**config.mk**
```make
export PLATFORM = sky130hd
export DESIGN_NAME = id_ex_stage_flat
export DESIGN_NICKNAME = d
export VERILOG_FILES = /design/src/rtl/riscv_pkg.sv /design/src/rtl/id_ex_stage_if.sv /design/src/rtl/operand_fwd.sv /design/src/rtl/id_ex_stage.sv /design/src/flat_wrapper.sv
export SDC_FILE = /design/constraint.sdc
export NUM_CORES = 1
export LEC_CHECK = 0
export BUFFER_PORTS_ARGS = -buffer_cell sky130_fd_sc_hd__buf_2
export CORE_AREA = 2 2 107 109
export DETAILED_ROUTE_END_ITERATION = 10
export DIE_AREA = 0 0 109 111
export PLACE_DENSITY = 0.69
export SYNTH_ARGS = -nofsm -noshare
export SYNTH_HDL_FRONTEND = slang
export SYNTH_SLANG_ARGS = --single-unit
```
**constraint.sdc**
```tcl
create_clock -name clk -period 1.7 [get_ports clk]
set_input_delay 0 -clock clk [delete_from_list [all_inputs] [get_ports clk]]
set_output_delay 0 -clock clk [all_outputs]
set_load 0.01 [all_outputs]
```
**src/rtl/riscv_pkg.sv**
```systemverilog
// Shared types and defaults for the ID/EX stage: ALU opcodes, widths, opcode legalisation.
package riscv_pkg;

  localparam int unsigned WIDTH_DEF = 32;
  localparam int unsigned RADDR_DEF = 5;
  localparam int unsigned ALU_W     = 3;

  typedef enum logic [ALU_W-1:0] {
    ALU_ADD = 3'b000,
    ALU_SUB = 3'b001,
    ALU_AND = 3'b010,
    ALU_OR  = 3'b011,
    ALU_SLT = 3'b101
  } alu_op_e;

  // Unsupported opcodes collapse to ADD so the ALU only ever sees a known operation
  function automatic logic [ALU_W-1:0] alu_legalize(input logic [ALU_W-1:0] code);
    case (code)
      ALU_SUB: return ALU_SUB;
      ALU_AND: return ALU_AND;
      ALU_OR:  return ALU_OR;
      ALU_SLT: return ALU_SLT;
      default: return ALU_ADD;
    endcase
  endfunction

endpackage

```
**src/rtl/id_ex_stage_if.sv**
```systemverilog
// Decode-to-ALU bus: valid/ready handshake, decoded operands in, ALU operands out.
interface id_ex_stage_if
  import riscv_pkg::*;
#(
  parameter int unsigned WIDTH = WIDTH_DEF,
  parameter int unsigned RADDR = RADDR_DEF
);
  logic             in_valid;
  logic             in_ready;
  logic [RADDR-1:0] rs1_addr;
  logic [RADDR-1:0] rs2_addr;
  logic [RADDR-1:0] rd_addr;
  logic [WIDTH-1:0] rs1_data;
  logic [WIDTH-1:0] rs2_data;
  logic [WIDTH-1:0] imm;
  logic             alu_src;
  logic [ALU_W-1:0] alu_ctrl_in;
  logic             reg_write_in;
  logic             out_valid;
  logic             out_ready;
  logic [WIDTH-1:0] d0;
  logic [WIDTH-1:0] d1;
  logic [ALU_W-1:0] ALUctrl;
  logic [RADDR-1:0] rd_out;
  logic             reg_write_out;

  modport slave (
    input  in_valid, rs1_addr, rs2_addr, rd_addr, rs1_data, rs2_data, imm,
           alu_src, alu_ctrl_in, reg_write_in, out_ready,
    output in_ready, out_valid, d0, d1, ALUctrl, rd_out, reg_write_out
  );

  modport master (
    output in_valid, rs1_addr, rs2_addr, rd_addr, rs1_data, rs2_data, imm,
           alu_src, alu_ctrl_in, reg_write_in, out_ready,
    input  in_ready, out_valid, d0, d1, ALUctrl, rd_out, reg_write_out
  );
endinterface

```
**src/rtl/operand_fwd.sv**
```systemverilog
// Three-way operand source select: EX/MEM result, MEM/WB result, or register-file data.
module operand_fwd
  import riscv_pkg::*;
#(
  parameter int unsigned WIDTH = WIDTH_DEF,
  parameter int unsigned RADDR = RADDR_DEF
) (
  input  logic [RADDR-1:0] addr,
  input  logic [WIDTH-1:0] rf_data,
  input  logic             exm_reg_write,
  input  logic [RADDR-1:0] exm_rd,
  input  logic [WIDTH-1:0] exm_result,
  input  logic             wb_reg_write,
  input  logic [RADDR-1:0] wb_rd,
  input  logic [WIDTH-1:0] wb_result,
  output logic [WIDTH-1:0] data_c,
  output logic             hit_c
);

  // Younger EX/MEM result wins; x0 is hard-wired and never forwarded
  always_comb begin
    data_c = rf_data;
    hit_c  = 1'b0;
    if (addr != '0) begin
      if (exm_reg_write && (exm_rd == addr)) begin
        data_c = exm_result;
        hit_c  = 1'b1;
      end else if (wb_reg_write && (wb_rd == addr)) begin
        data_c = wb_result;
        hit_c  = 1'b1;
      end
    end
  end

endmodule

```
**src/rtl/id_ex_stage.sv**
```systemverilog
// ID/EX pipeline register feeding the ALU, with flush and EX/MEM, MEM/WB forwarding.
// Forwarding and the held-slot refresh exist only when ID_EX_FWD_EN is defined.
module id_ex_stage
  import riscv_pkg::*;
#(
  parameter int unsigned WIDTH = WIDTH_DEF,
  parameter int unsigned RADDR = RADDR_DEF
) (
  input  logic             clk,
  input  logic             rst_n,
  input  logic             flush,
  id_ex_stage_if.slave     bus,
  input  logic             exm_reg_write,
  input  logic [RADDR-1:0] exm_rd,
  input  logic [WIDTH-1:0] exm_result,
  input  logic             wb_reg_write,
  input  logic [RADDR-1:0] wb_rd,
  input  logic [WIDTH-1:0] wb_result
);

`ifdef ID_EX_FWD_EN
  localparam bit FWD_EN = 1'b1;
`else
  localparam bit FWD_EN = 1'b0;
  logic unused_c;
  assign unused_c = ^{exm_reg_write, exm_rd, exm_result, wb_reg_write, wb_rd, wb_result};
`endif

  logic             valid_q, valid_d;
  logic [WIDTH-1:0] d0_q, d0_d;
  logic [WIDTH-1:0] d1_q, d1_d;
  logic [ALU_W-1:0] alu_ctrl_q, alu_ctrl_d;
  logic [RADDR-1:0] rd_q, rd_d;
  logic             reg_write_q, reg_write_d;
  logic [RADDR-1:0] rs1_addr_q, rs1_addr_d;
  logic [RADDR-1:0] rs2_addr_q, rs2_addr_d;
  logic             alu_src_q, alu_src_d;

  logic             hold_c;
  logic             accept_c;
  logic [RADDR-1:0] fwd1_addr_c, fwd2_addr_c;
  logic [WIDTH-1:0] fwd1_data_c, fwd2_data_c;
  logic             fwd1_hit_c, fwd2_hit_c;
  logic             exm_we_c, wb_we_c;

  assign hold_c       = valid_q & ~bus.out_ready;
  assign bus.in_ready = ~valid_q | bus.out_ready;
  assign accept_c     = bus.in_valid & bus.in_ready;
  assign exm_we_c     = exm_reg_write & FWD_EN;
  assign wb_we_c      = wb_reg_write & FWD_EN;

  // A held slot re-resolves its own source registers; otherwise resolve the incoming ones
  assign fwd1_addr_c = hold_c ? rs1_addr_q : bus.rs1_addr;
  assign fwd2_addr_c = hold_c ? rs2_addr_q : bus.rs2_addr;

  operand_fwd #(.WIDTH(WIDTH), .RADDR(RADDR)) u_fwd_rs1 (
    .addr(fwd1_addr_c), .rf_data(bus.rs1_data),
    .exm_reg_write(exm_we_c), .exm_rd(exm_rd), .exm_result(exm_result),
    .wb_reg_write(wb_we_c), .wb_rd(wb_rd), .wb_result(wb_result),
    .data_c(fwd1_data_c), .hit_c(fwd1_hit_c)
  );

  operand_fwd #(.WIDTH(WIDTH), .RADDR(RADDR)) u_fwd_rs2 (
    .addr(fwd2_addr_c), .rf_data(bus.rs2_data),
    .exm_reg_write(exm_we_c), .exm_rd(exm_rd), .exm_result(exm_result),
    .wb_reg_write(wb_we_c), .wb_rd(wb_rd), .wb_result(wb_result),
    .data_c(fwd2_data_c), .hit_c(fwd2_hit_c)
  );

  // Flush kills control only; data fields keep their last values
  always_comb begin
    valid_d     = valid_q;
    d0_d        = d0_q;
    d1_d        = d1_q;
    alu_ctrl_d  = alu_ctrl_q;
    rd_d        = rd_q;
    reg_write_d = reg_write_q;
    rs1_addr_d  = rs1_addr_q;
    rs2_addr_d  = rs2_addr_q;
    alu_src_d   = alu_src_q;
    if (flush) begin
      valid_d     = 1'b0;
      reg_write_d = 1'b0;
    end else if (accept_c) begin
      valid_d     = 1'b1;
      d0_d        = fwd1_data_c;
      d1_d        = bus.alu_src ? bus.imm : fwd2_data_c;
      alu_ctrl_d  = alu_legalize(bus.alu_ctrl_in);
      rd_d        = bus.rd_addr;
      reg_write_d = bus.reg_write_in & (bus.rd_addr != '0);
      rs1_addr_d  = bus.rs1_addr;
      rs2_addr_d  = bus.rs2_addr;
      alu_src_d   = bus.alu_src;
    end else if (hold_c) begin
      if (fwd1_hit_c) d0_d = fwd1_data_c;
      if (!alu_src_q && fwd2_hit_c) d1_d = fwd2_data_c;
    end else begin
      valid_d = 1'b0;
    end
  end

  always_ff @(posedge clk or negedge rst_n) begin
    if (!rst_n) begin
      valid_q     <= 1'b0;
      d0_q        <= '0;
      d1_q        <= '0;
      alu_ctrl_q  <= ALU_ADD;
      rd_q        <= '0;
      reg_write_q <= 1'b0;
      rs1_addr_q  <= '0;
      rs2_addr_q  <= '0;
      alu_src_q   <= 1'b0;
    end else begin
      valid_q     <= valid_d;
      d0_q        <= d0_d;
      d1_q        <= d1_d;
      alu_ctrl_q  <= alu_ctrl_d;
      rd_q        <= rd_d;
      reg_write_q <= reg_write_d;
      rs1_addr_q  <= rs1_addr_d;
      rs2_addr_q  <= rs2_addr_d;
      alu_src_q   <= alu_src_d;
    end
  end

  assign bus.out_valid     = valid_q;
  assign bus.d0            = d0_q;
  assign bus.d1            = d1_q;
  assign bus.ALUctrl       = alu_ctrl_q;
  assign bus.rd_out        = rd_q;
  assign bus.reg_write_out = reg_write_q;

endmodule

```
**src/flat_wrapper.sv**
```systemverilog
// flat-port wrapper written by rule: the top's interface ports become plain ports
module id_ex_stage_flat import riscv_pkg::*;
#(
  parameter int unsigned WIDTH = WIDTH_DEF,
  parameter int unsigned RADDR = RADDR_DEF
)
  (clk, rst_n, flush, exm_reg_write, exm_rd, exm_result, wb_reg_write, wb_rd, wb_result, bus_in_valid, bus_rs1_addr, bus_rs2_addr, bus_rd_addr, bus_rs1_data, bus_rs2_data, bus_imm, bus_alu_src, bus_alu_ctrl_in, bus_reg_write_in, bus_out_ready, bus_in_ready, bus_out_valid, bus_d0, bus_d1, bus_ALUctrl, bus_rd_out, bus_reg_write_out);
  id_ex_stage_if #(.WIDTH(WIDTH), .RADDR(RADDR)) bus_i ();
  input  logic clk;
  input  logic rst_n;
  input  logic flush;
  input  logic exm_reg_write;
  input  logic [RADDR-1:0] exm_rd;
  input  logic [WIDTH-1:0] exm_result;
  input  logic wb_reg_write;
  input  logic [RADDR-1:0] wb_rd;
  input  logic [WIDTH-1:0] wb_result;
  input wire logic [$bits(bus_i.in_valid)-1:0] bus_in_valid;
  input wire logic [$bits(bus_i.rs1_addr)-1:0] bus_rs1_addr;
  input wire logic [$bits(bus_i.rs2_addr)-1:0] bus_rs2_addr;
  input wire logic [$bits(bus_i.rd_addr)-1:0] bus_rd_addr;
  input wire logic [$bits(bus_i.rs1_data)-1:0] bus_rs1_data;
  input wire logic [$bits(bus_i.rs2_data)-1:0] bus_rs2_data;
  input wire logic [$bits(bus_i.imm)-1:0] bus_imm;
  input wire logic [$bits(bus_i.alu_src)-1:0] bus_alu_src;
  input wire logic [$bits(bus_i.alu_ctrl_in)-1:0] bus_alu_ctrl_in;
  input wire logic [$bits(bus_i.reg_write_in)-1:0] bus_reg_write_in;
  input wire logic [$bits(bus_i.out_ready)-1:0] bus_out_ready;
  output wire logic [$bits(bus_i.in_ready)-1:0] bus_in_ready;
  output wire logic [$bits(bus_i.out_valid)-1:0] bus_out_valid;
  output wire logic [$bits(bus_i.d0)-1:0] bus_d0;
  output wire logic [$bits(bus_i.d1)-1:0] bus_d1;
  output wire logic [$bits(bus_i.ALUctrl)-1:0] bus_ALUctrl;
  output wire logic [$bits(bus_i.rd_out)-1:0] bus_rd_out;
  output wire logic [$bits(bus_i.reg_write_out)-1:0] bus_reg_write_out;
  assign bus_i.in_valid = bus_in_valid;
  assign bus_i.rs1_addr = bus_rs1_addr;
  assign bus_i.rs2_addr = bus_rs2_addr;
  assign bus_i.rd_addr = bus_rd_addr;
  assign bus_i.rs1_data = bus_rs1_data;
  assign bus_i.rs2_data = bus_rs2_data;
  assign bus_i.imm = bus_imm;
  assign bus_i.alu_src = bus_alu_src;
  assign bus_i.alu_ctrl_in = bus_alu_ctrl_in;
  assign bus_i.reg_write_in = bus_reg_write_in;
  assign bus_i.out_ready = bus_out_ready;
  assign bus_in_ready = bus_i.in_ready;
  assign bus_out_valid = bus_i.out_valid;
  assign bus_d0 = bus_i.d0;
  assign bus_d1 = bus_i.d1;
  assign bus_ALUctrl = bus_i.ALUctrl;
  assign bus_rd_out = bus_i.rd_out;
  assign bus_reg_write_out = bus_i.reg_write_out;
  id_ex_stage #(.WIDTH(WIDTH), .RADDR(RADDR)) u_core (.clk(clk), .rst_n(rst_n), .flush(flush), .bus(bus_i), .exm_reg_write(exm_reg_write), .exm_rd(exm_rd), .exm_result(exm_result), .wb_reg_write(wb_reg_write), .wb_rd(wb_rd), .wb_result(wb_result));
endmodule
```
## Word level (Yosys, flattened, before mapping)

Index checks and enable logic that the tools add are counted.

| storage, ports and cells | value |
|---|---|
| output and inout bits | 75 |
| register bits | 74 |
| word-level logic and storage cells | 30 |

| cells by class | value |
|---|---|
| bitwise logic cells | 7 |
| equal/unequal tests | 5 |
| mux-type cells | 9 |
| reductions and logical operators | 3 |

Operators with widths:

| operator | count |
|---|---|
| two-way mux 32 bit | 3 |
| case mux 3 bit (4 select lines) | 1 |
| equality test 3 x 2 -> 1 bit (second input constant) | 2 |
| two-way mux 1 bit | 5 |
| nonzero test 5 bit | 1 |
| bitwise AND 1 bit | 3 |
| equality test 3 x 1 -> 1 bit (second input constant) | 1 |
| equality test 3 bit (second input constant) | 1 |
| != test 3 bit (second input constant) | 1 |
| NOT 1 bit | 3 |
| AND reduction 2 bit | 1 |
| nonzero test 2 bit | 1 |
| OR 1 bit | 1 |

## Longest topological paths before layout

Gate-level depths: netlist (run 1).

| logic depth | value |
|---|---|
| depth after elaboration | 5 |
| mapped depth | 5 |
| mapped depth without buffers | 4 |

## Hierarchy

From an unflattened synthesis (run 1), not the netlist that was laid out.

| second synthesis, totals | value |
|---|---|
| cells, all modules | 464 |
| area, all modules | 5675.4 um^2 |

Modules (own cells, without submodules):

| module | area each (um^2) | cells an instance | times used | seq. area each (um^2) |
|---|---|---|---|---|
| id_ex_stage | 3841.2 | 268 | 1 | 2127.0 |
| operand_fwd | 917.1 | 98 | 2 | 0.0 |

## Worst setup path after synthesis (run 1)

OpenSTA, ideal clock, no wires.

| timing path | value |
|---|---|
| path kind | reg-to-reg |
| start point | register u_core.valid_q (netlist: u_core.bus.out_valid) |
| end point | register u_core.alu_ctrl_q[0] (netlist: u_core.bus.ALUctrl[0]) |
| arrival time | 1.349 ns |
| slack | 0.226 ns |
| clock period less this slack | 1.474 ns |
| cell stages (with the launch flop) | 6 |
| cell sequence | dfrtp_1 nor2b_4 nor3b_2 buf_6 buf_12 mux2_4 |

| on the way | value |
|---|---|
| longest elaborated chain between the ends | 4 |

RTL lines:

| item | line | RTL |
|---|---|---|
| from (decl) | id_ex_stage.sv:29 | `logic valid_q, valid_d;` |
| from (signal assigned) | id_ex_stage.sv:114 | `valid_q <= valid_d;` |
| NOT 1 bit | id_ex_stage.sv:47 | `assign bus.in_ready = ~valid_q \| bus.out_ready;` |
| OR 1 bit | id_ex_stage.sv:47 |  |
| bitwise AND 1 bit | id_ex_stage.sv:48 | `assign accept_c = bus.in_valid & bus.in_ready;` |
| AND reduction 2 bit (no line) | -- |  |
| to (signal assigned) | id_ex_stage.sv:117 | `alu_ctrl_q <= alu_ctrl_d;` |
| to (decl) | id_ex_stage.sv:32 | `logic [ALU_W-1:0] alu_ctrl_q, alu_ctrl_d;` |

Every way passes these cells.
A chain may end at the register's enable or synchronous reset.

## Worst setup path after layout (run 1)

| timing path | value |
|---|---|
| start point | register u_core.valid_q (netlist: u_core.bus.out_valid) |
| end point | register u_core.d0_q[11] (netlist: u_core.bus.d0[11]) |

| on the way | value |
|---|---|
| longest elaborated chain between the ends | 4 |

RTL lines:

| item | line | RTL |
|---|---|---|
| NOT 1 bit | id_ex_stage.sv:47 |  |
| OR 1 bit | id_ex_stage.sv:47 |  |
| bitwise AND 1 bit | id_ex_stage.sv:48 |  |
| AND reduction 2 bit (no line) | -- |  |
| to (signal assigned) | id_ex_stage.sv:105 | `d0_q <= '0;` |
| to (signal assigned) | id_ex_stage.sv:115 | `d0_q <= d0_d;` |
| to (decl) | id_ex_stage.sv:30 | `logic [WIDTH-1:0] d0_q, d0_d;` |

Every way passes these cells.

==> results of run 1 <==
[layer usage]
| metal | part of all wire | vias to the layer above | wire [microns] |
|---|---|---|---|
| met5 | 0 | - | 0 |
| met4 | 0.028 | 0 | 234 |
| met3 | 0.063 | 21 | 529 |
| met2 | 0.49 | 113 | 4090 |
| met1 | 0.42 | 1231 | 3540 |
| li1 | - | 1200 | - |
[worst min path at each step]
stage               cells past startpoint  slack, ns              from               endpoint
floorplan                               0      -0.30             rst_n  u_core.bus.ALUctrl[0]
global placement                        1      -0.02             rst_n      u_core.bus.d1[23]
detailed placement                      1      -0.02             rst_n      u_core.bus.d1[26]
CTS                                     3      0.008  bus_rs2_data[24]      u_core.bus.d1[24]
global route                            3       0.02  bus_rs2_data[23]      u_core.bus.d1[23]
finish                                  3       0.03   bus_rs2_data[0]       u_core.bus.d1[0]
[sequential cells by signal, indices dropped and copies added, names as in the netlist]
name                      flops
u_core.bus.d1                32
u_core.bus.reg_write_out      1
u_core.bus.out_valid          1
u_core.bus.rd_out             5
u_core.bus.d0                32
u_core.bus.ALUctrl            3
[critical path: stages (launching register included)]
cell     delay [ns]
dfrtp_1        0.39
nor2b_4        0.15
nor3b_4        0.20
buf_12         0.20
buf_12         0.21
mux2_4         0.32
[logic make-up after synthesis]
| group | synth area share |
|---|---|
| AOI/OAI and AO/OA | 0.00594 |
| buffers and inverters | 0.0570 |
| muxes | 0.401 |
| and+or+nand+nor | 0.0189 |
| DFF | 0.517 |
[stage by stage]
step | instances | hold slack, ns | power [mW] | worst slack, ns
6_report | 587 | 0.0258 | 5.53 | 0.107
3_3_place_gp | 531 | -0.0244 | 3.60 | 0.142
2_1_floorplan | 205 | -0.296 | 3.06 | 0.226
3_5_place_dp | 531 | -0.0156 | 3.63 | 0.121
5_1_grt | 587 | 0.0225 | 5.82 | 0.0645
4_1_cts | 587 | 0.00770 | 5.62 | 0.103
[final cells by class]
type                            count  area [sq um]
Multi-Input combinational cell    117          1530
Clock buffer                       12           256
Sequential cell                    74          1850
Timing Repair Buffer              237          1490
Clock inverter                      2          37.5
Tap cell                          143           179
Inverter                            2          7.51
Fill cell                         951          5730
[cell usage after synthesis]
cell	number
a211o_1	1
nor2_1	4
buf_12	7
nor2b_1	1
buf_6	5
nor2b_4	1
mux2_1	5
a21boi_0	1
nand2_1	1
nand4b_1	1
mux2_4	70
dfrtp_1	74
or4_1	1
mux2_2	29
o21ai_0	1
inv_1	2
nor3b_2	1
[power by group through the flow]
stage / registers, mW / clock network (mW) / logic [mW]
floorplan: 2.42 / 0 / 0.646
global placement: 2.26 / 0 / 1.34
detailed placement: 2.27 / 0 / 1.36
CTS: 2.25 / 1.93 / 1.43
global route: 2.29 / 2.01 / 1.52
finish: 2.26 / 1.86 / 1.42
[repair_timing]
item                       4_1_cts  5_1_grt
hold endpoints to repair        73        0
setup endpoints to repair        0        0
hold buffers                    42        0
==> flow_metrics.tcl, run 1 <==
set metrics [dict create \
    status "completed" \
    cp-start-kind "register" \
    drv_slew 0 \
    relSlewSlack 0.692 \
    synth_top_area_share 0.517 \
    finalWirelength_microns 8390 \
    die_y_microns 111 \
    clock_skew_ns 0.00435 \
    yosysTopAreaCell "dfrtp_1" \
    use_met1 0.167 \
    use_met2 0.235 \
    clockPowerShare 0.336 \
    htreeDepth 3 \
    cp-end-kind "register" \
    r2r_cells 5 \
    hpwl_microns 5750 \
    grt_pass1_wl_microns 13100 \
    synth_seq_area_share 0.517 \
    ios 272 \
    grt_usage 0.142 \
    globalplace.congestion 0.729 \
    drive_gt1_frac 0.696 \
    cts.sinks 74 \
    post_cts_resized 0 \
    use_met3 0.0317 \
    ys_types 17 \
    grt_max_degree 41 \
    drt_iter0_drc 105 \
    hold_violations 0 \
    yosys-top-cells-area "dfrtp_1, mux2_4, mux2_2" \
    yosysWarningCount 0 \
    vdd_drop_max_mv 0.400 \
    finalInstanceArea_sq_um 5350 \
    rsz0062_at_grt "false" \
    start_util 0.323 \
    die_width_microns 109 \
    cp_max_fo 20 \
    core_area_sq_um 11100 \
    netlist_instances 205 \
    setup.worst_path.class "register to register" \
    fmax_mhz 628 \
    routed_via_density 4.37 \
    portBuffers 185 \
    cp-startpoint "u_core.bus.out_valid" \
    r2r_slack_ns 0.11 \
    syn-cell-area_sq_um 3580 \
    vias 2565 \
    drc_errors 0 \
    p_int_mw 4.15 \
    max_slew.worst_pin.slew_ns 0.462 \
    rows 39 \
    layout_commonest_cell "buf_2" \
    avgSynthCellArea_sq_um 17.5 \
    worstReg2RegEnd "u_core.bus.d0[11]" \
    numCtsBuffers 9 \
    switching_share 0.250 \
    finalSetupViolations 0 \
    clock_latency_ns 0.32 \
    worstPathRequired_ns 1.90 \
    grt_pass1_vias 2719 \
    cts_root_buffer "clkbuf_16" \
    gr-total-overflow 0 \
    clock_path_buffers 2 \
    dpl-instance-area_sq_um 4630 \
    comb_power_share 0.256 \
    wire_per_inst_microns 14.3 \
    first_pass_iters 4 \
    critPathArrivalTime_ns 1.80 \
    final_cell_mix "buf_2, dfrtp_1, mux2_4, dlygate4sd3_1, mux2_2" \
    postCtsSetupBuffers 0 \
    antenna_found_initial 0 \
    switching_power_mw 1.38 \
    powerDensity_nw_per_um2 1030 \
    path_clk_slew_ns 0.05 \
    p_leak_nw 2.68 \
    ys_seq_elements 74 \
    postLayoutCoreUtil 0.483 \
    hold_path.class "input pin to register" \
    reg2reg_from "u_core.bus.out_valid" \
    drv_cap 0 \
    cts_tree "built" \
    n_antenna_cell 0 \
    dieArea_sq_um 12100 \
    gr-max-usage-layer "met2" \
    drtAntennaViolNets 0 \
    final.setup.tns_ns 0 \
    min_period_ns 1.59 \
    layout.nets 638 \
    fin_crit_sh 0.937 \
    crit_end "u_core.bus.d0[11]" \
    synth_nets 402 \
    syn_to_final_growth_pct 49.4 \
    power_frac_seq 0.408 \
]
Note: power is estimated with default switching activity, not from simulation.
==> run 2: changes to the inputs <==
CORE_AREA = 2 2 106 108   (was 2 2 107 109)
DIE_AREA = 0 0 108 110   (was 0 0 109 111)
PLACE_DENSITY = 0.7   (was 0.69)
==> flow_metrics.tcl, run 2 (synthesis gave the netlist of run 1 again) <==
set metrics [dict create \
    status "completed" \
    final_cell_mix "buf_2, dfrtp_1, dlygate4sd3_1, mux2_4, mux2_2" \
    p_int_mw 4.04 \
    reg2reg_from "u_core.bus.out_valid" \
    hpwl_microns 5540 \
    dieArea_sq_um 11900 \
    worstReg2RegEnd "u_core.bus.d0[13]" \
    start_util 0.335 \
    cp-start-kind "register" \
    cp-end-kind "register" \
    first_pass_iters 4 \
    crit_end "u_core.bus.d0[13]" \
    wire_per_inst_microns 14.2 \
    globalplace.congestion 0.711 \
    die_y_microns 110 \
    grt_pass1_vias 2839 \
    critPathArrivalTime_ns 1.84 \
    r2r_cells 4 \
    drc_errors 0 \
    numCtsBuffers 9 \
    hold_path.class "input pin to register" \
    crit_chain "nor2b_4, nor3b_4, buf_12, mux2_4" \
    grt_usage 0.149 \
    drv_slew 0 \
    worstPathRequired_ns 1.93 \
    routed_via_density 4.30 \
    grt_max_degree 39 \
    postCtsSetupBuffers 0 \
    clock_latency_ns 0.34 \
    switching_power_mw 1.38 \
    setup.worst_path.class "register to register" \
    p_leak_nw 2.75 \
    rsz0062_at_grt "false" \
    final.setup.worst_slack_ns 0.0890 \
    layout_commonest_cell "buf_2" \
    hold_violations 0 \
    fmax_mhz 621 \
    place_ws_ns 0.108 \
    clock_path_buffers 2 \
    finalWirelength_microns 8650 \
    relSlewSlack 0.682 \
    core_area_sq_um 10700 \
    cts_tree "built" \
    cts.sinks 74 \
    fin_crit_sh 0.948 \
    powerDensity_nw_per_um2 977 \
    drt_iter0_drc 98 \
    syn_to_final_growth_pct 55.0 \
    drtAntennaViolNets 0 \
    n_antenna_cell 0 \
    cp-startpoint "u_core.bus.out_valid" \
    rows 38 \
    htreeDepth 3 \
    comb_power_share 0.272 \
    gr-total-overflow 0 \
    max_slew.worst_pin.slew_ns 0.477 \
    vdd_drop_max_mv 0.474 \
    cts_root_buffer "clkbuf_8" \
    switching_share 0.254 \
    die_width_microns 108 \
    drive_gt1_frac 0.649 \
    cp_max_fo 38 \
    finalSetupViolations 0 \
    post_cts_resized 0 \
    cp_slowest_stage_delay_ns 0.39 \
    portBuffers 185 \
    ios 272 \
    min_period_ns 1.61 \
    drv_cap 0 \
    r2r_slack_ns 0.09 \
    critPathSlowestCell "dfrtp_1" \
    clock_skew_ns 0.00321 \
    vias 2625 \
    power_frac_seq 0.414 \
    antenna_found_initial 0 \
    clockPowerShare 0.313 \
    grt_pass1_wl_microns 13600 \
    final.setup.tns_ns 0 \
    layout.nets 662 \
    path_clk_slew_ns 0.08 \
]
==> run 2: changes by cell type in the layout (fill, tap and decap cells not counted) <==
cell / delta
buf_4: -5
buf_12: -1
clkbuf_8: +9
clkbuf_16: -9
dlygate4sd3_1: +30
bufinv_16: +2
==> run 2: power groups by stage <==
stage                     clock, mW  combinational (mW)  sequential (mW)
after floorplan                   0               0.646             2.42
after global placement            0                1.32             2.26
after detailed placement          0                1.35             2.26
after CTS                      1.76                1.49             2.24
after global routing           1.85                1.59             2.29
final                          1.70                1.48             2.25
==> run 2: repair_timing <==
action                                  4_1_cts  5_1_grt
hold buffers                                 72        0
endpoints found under the setup margin        0        0
endpoints found under the hold margin        91        0
==> run 2: critical path, delay by kind of cell, from the launching register on <==
family | cells | cell delay, ns
simple gates | 2 | 0.41
flops | 1 | 0.39
mux | 1 | 0.34
buf+inv | 1 | 0.31
==> run 2: worst min path at each step <==
stage,start,end,slack [ns],cells past startpoint
4_1_cts,bus_imm[28],u_core.bus.d1[28],0.0009,3
2_1_floorplan,rst_n,u_core.bus.ALUctrl[0],-0.30,0
3_3_place_gp,rst_n,u_core.bus.d1[23],-0.01,1
6_report,bus_imm[4],u_core.bus.d1[4],0.02,3
5_1_grt,bus_imm[26],u_core.bus.d1[26],0.006,3
3_5_place_dp,rst_n,u_core.bus.d1[23],-0.004,1
==> run 2: final cells by class <==
cell class              count  area (sq um)
well taps                 140           175
repair buffers            261          1730
clock buffers              12           155
fillers                   914          5150
clock inverters             4          97.6
multi-input cells         117          1530
inverters                   2          7.51
flip-flops and latches     74          1850
==> run 2: layer usage <==
layer / part of all wire / vias to the layer above / GRT usage
met2: 0.52 / 108 / 0.261
met1: 0.41 / 1263 / 0.175
li1: - / 1244 / -
met5: 0 / - / 0
met3: 0.066 / 10 / 0.0417
met4: 0.0098 / 0 / 0.0531
==> run 2: through the flow <==
stage	cells	utilization	power [mW]	hold slack, ns	area, sq um
after floorplan	205	-	3.06	-0.296	3580
after global placement	522	0.427	3.58	-0.00967	4570
after detailed placement	522	0.427	3.61	-0.00386	4570
after CTS	610	0.518	5.49	0.000884	5550
after global routing	610	0.518	5.73	0.00578	5550
final	610	0.518	5.42	0.0229	5550
==> run 3: changes to the inputs <==
ABC_AREA = 1   (was unset)
CORE_AREA = 2 2 105 107   (was 2 2 106 108)
DIE_AREA = 0 0 107 109   (was 0 0 108 110)
PLACE_DENSITY = 0.68   (was 0.7)
==> flow_metrics.tcl, run 3 <==
set metrics [dict create \
    htreeDepth 3 \
    fill_cells 927 \
    vdd_drop_max_mv 0.457 \
    ios 272 \
    hold_violations 0 \
    drtAntennaViolNets 0 \
    switching_share 0.309 \
    fmax_mhz 708 \
    layoutNonFillerInstCount 857 \
    antenna_found_initial 0 \
    first_pass_iters 4 \
    cp-start-kind "register" \
    synth_common_cells "nand2_1, dfrtp_1, o21ai_0" \
    ys_types 15 \
    synthArstFlopShare 1.00 \
    relSlewSlack 0.687 \
    dpl-instance-area_sq_um 4360 \
    yosysMostFrequentCell "nand2_1" \
    clock_skew_ns 0.00519 \
    rows 38 \
    netlist_instances 425 \
    cts_tree "built" \
    routed_via_density 4.37 \
    critPathArrivalTime_ns 1.67 \
    cp_max_fo 5 \
    synth_seq_area_share 0.564 \
    post_cts_resized 0 \
    numCtsBuffers 9 \
    globalplace.congestion 0.800 \
    core_area_sq_um 10600 \
    setup.worst_path.class "register to register" \
    power_frac_seq 0.467 \
    cts.sinks 74 \
    finalInstanceArea_sq_um 5600 \
    synth_top_area_share 0.564 \
    wire_per_inst_microns 12.6 \
    max_slew.worst_pin.slew_ns 0.470 \
    postLayoutCoreUtil 0.528 \
    worstPathRequired_ns 1.96 \
    hpwl_microns 6390 \
    hold_path.class "input pin to register" \
    n_antenna_cell 0 \
    switching_power_mw 1.43 \
    yosysTopAreaCell "dfrtp_1" \
    avgSynthCellArea_sq_um 7.73 \
    cp_slowest_stage_delay_ns 0.57 \
    path_clk_slew_ns 0.08 \
    grt_usage 0.190 \
    vias 3741 \
    ys_seq_elements 74 \
    final.setup.tns_ns 0 \
    die_width_microns 107 \
    p_int_mw 3.20 \
    min_period_ns 1.41 \
    gr-total-overflow 0 \
    critPathSlowestCell "dlygate4sd3_1" \
    drive_gt1_frac 0.294 \
    synth_flop_cell "dfrtp_1" \
    grt_max_degree 41 \
    cts_root_buffer "clkbuf_8" \
    finalWirelength_microns 10800 \
    comb_power_share 0.266 \
    cp-end-kind "register" \
    rsz0062_at_grt "false" \
    dieArea_sq_um 11700 \
    grt_pass1_vias 3920 \
    drv_cap 0 \
    crit_chain "nand2_2, nand4_1, dlygate4sd3_1, o21ai_0" \
    grt_pass1_wl_microns 17400 \
    finalSetupViolations 0 \
    final_cell_mix "nand2_1, buf_2, dlygate4sd3_1, dfrtp_1, o21ai_0" \
    drc_errors 0 \
    clockPowerShare 0.267 \
    postCtsSetupBuffers 0 \
    syn-cell-area_sq_um 3280 \
    dp.cells 735 \
    portBuffers 185 \
    clock_latency_ns 0.35 \
    fin_crit_sh 0.831 \
    die_y_microns 109 \
    yosysWarningCount 0 \
    start_util 0.310 \
    powerDensity_nw_per_um2 826 \
    syn_to_final_growth_pct 70.4 \
    layout.nets 909 \
    synth-edff-count 0 \
    drv_slew 0 \
    layout_commonest_cell "nand2_1" \
    timing.hold.ws_ns 0.0125 \
    synth_nets 622 \
    drt_iter0_drc 248 \
    status "completed" \
    yosys-top-cells-area "dfrtp_1, nand2_1, o21ai_0" \
    clock_path_buffers 2 \
    p_leak_nw 3.21 \
]
==> run 3: cell types whose count changed after synthesis, sizes merged, moves of 2 or more <==
cell | before | now
clkbuf | 0 | 7
inv | 2 | 39
buf | 12 | 15
o21ai | 1 | 39
nand2 | 1 | 244
mux2 | 104 | 0
nor2b | 2 | 0
nand3 | 0 | 2
==> run 3: final timing paths <==
| path | start | end | slack, ns | depth (start not counted) |
|---|---|---|---|---|
| max | u_core.bus.out_valid | u_core.bus.reg_write_out | 0.29 | 4 |
| min | bus_rs2_data[19] | u_core.bus.d1[19] | 0.01 | 5 |
| max reg2reg | u_core.bus.out_valid | u_core.bus.reg_write_out | 0.29 | 4 |
| min reg2reg | u_core.bus.d0[27] | u_core.bus.d0[27] | 0.48 | 2 |
| max in group asynchronous | rst_n | u_core.bus.rd_out[2] | 0.94 | 3 |
| min in group asynchronous | rst_n | u_core.bus.d0[13] | 0.18 | 2 |
==> run 3: area by class of cell <==
cell class / instances / area [sq um] / share of cell area
clock buffer: 10 / 138 / 0.0246
timing repair buffer: 298 / 2090 / 0.374
multi-input combinational: 290 / 1150 / 0.206
clock inverter: 6 / 41.3 / 0.00738
sequential: 74 / 1850 / 0.331
tap: 140 / 175 / 0.0313
inverter: 39 / 146 / 0.0262
==> run 3: critical path, delay by kind of cell, from the launching register on <==
family / cells / cell delay, ns
buffers and inverters: 1 / 0.57
AND/OR/NAND/NOR: 2 / 0.22
flip-flops: 1 / 0.38
AO/OA/AOI/OAI: 1 / 0.15
==> run 3: cell families after synthesis <==
group | share of synthesized area
flops | 0.564
simple gates | 0.290
buf+inv | 0.0857
compound gates | 0.0610
==> run 3: power by group through the flow <==
stage / Sequential (mW) / Clock, mW / Combinational (mW)
4_1_cts: 2.16 / 1.28 / 1.21
2_1_floorplan: 2.31 / 0 / 0.350
6_report: 2.16 / 1.23 / 1.23
5_1_grt: 2.19 / 1.36 / 1.37
3_3_place_gp: 2.18 / 0 / 0.982
3_5_place_dp: 2.18 / 0 / 1.01
==> run 3: metrics by stage <==
stage	power (mW)	worst slack, ns
final	4.62	0.288
after global routing	4.92	0.217
after CTS	4.65	0.332
after detailed placement	3.19	0.361
after global placement	3.16	0.383
after floorplan	2.66	0.472
==> run 3: routing by layer <==
metal,up-vias,GRT usage,part of all wire
met5,-,0,0
met3,31,0.0377,0.063
met1,1699,0.202,0.40
met2,168,0.351,0.50
li1,1843,-,-
met4,0,0.104,0.034
==> run 3: what timing repair did <==
| item | 4_1_cts | 5_1_grt |
|---|---|---|
| hold endpoints to repair | 107 | 0 |
| hold buffers | 106 | 0 |
| endpoints found under the setup margin | 0 | 0 |
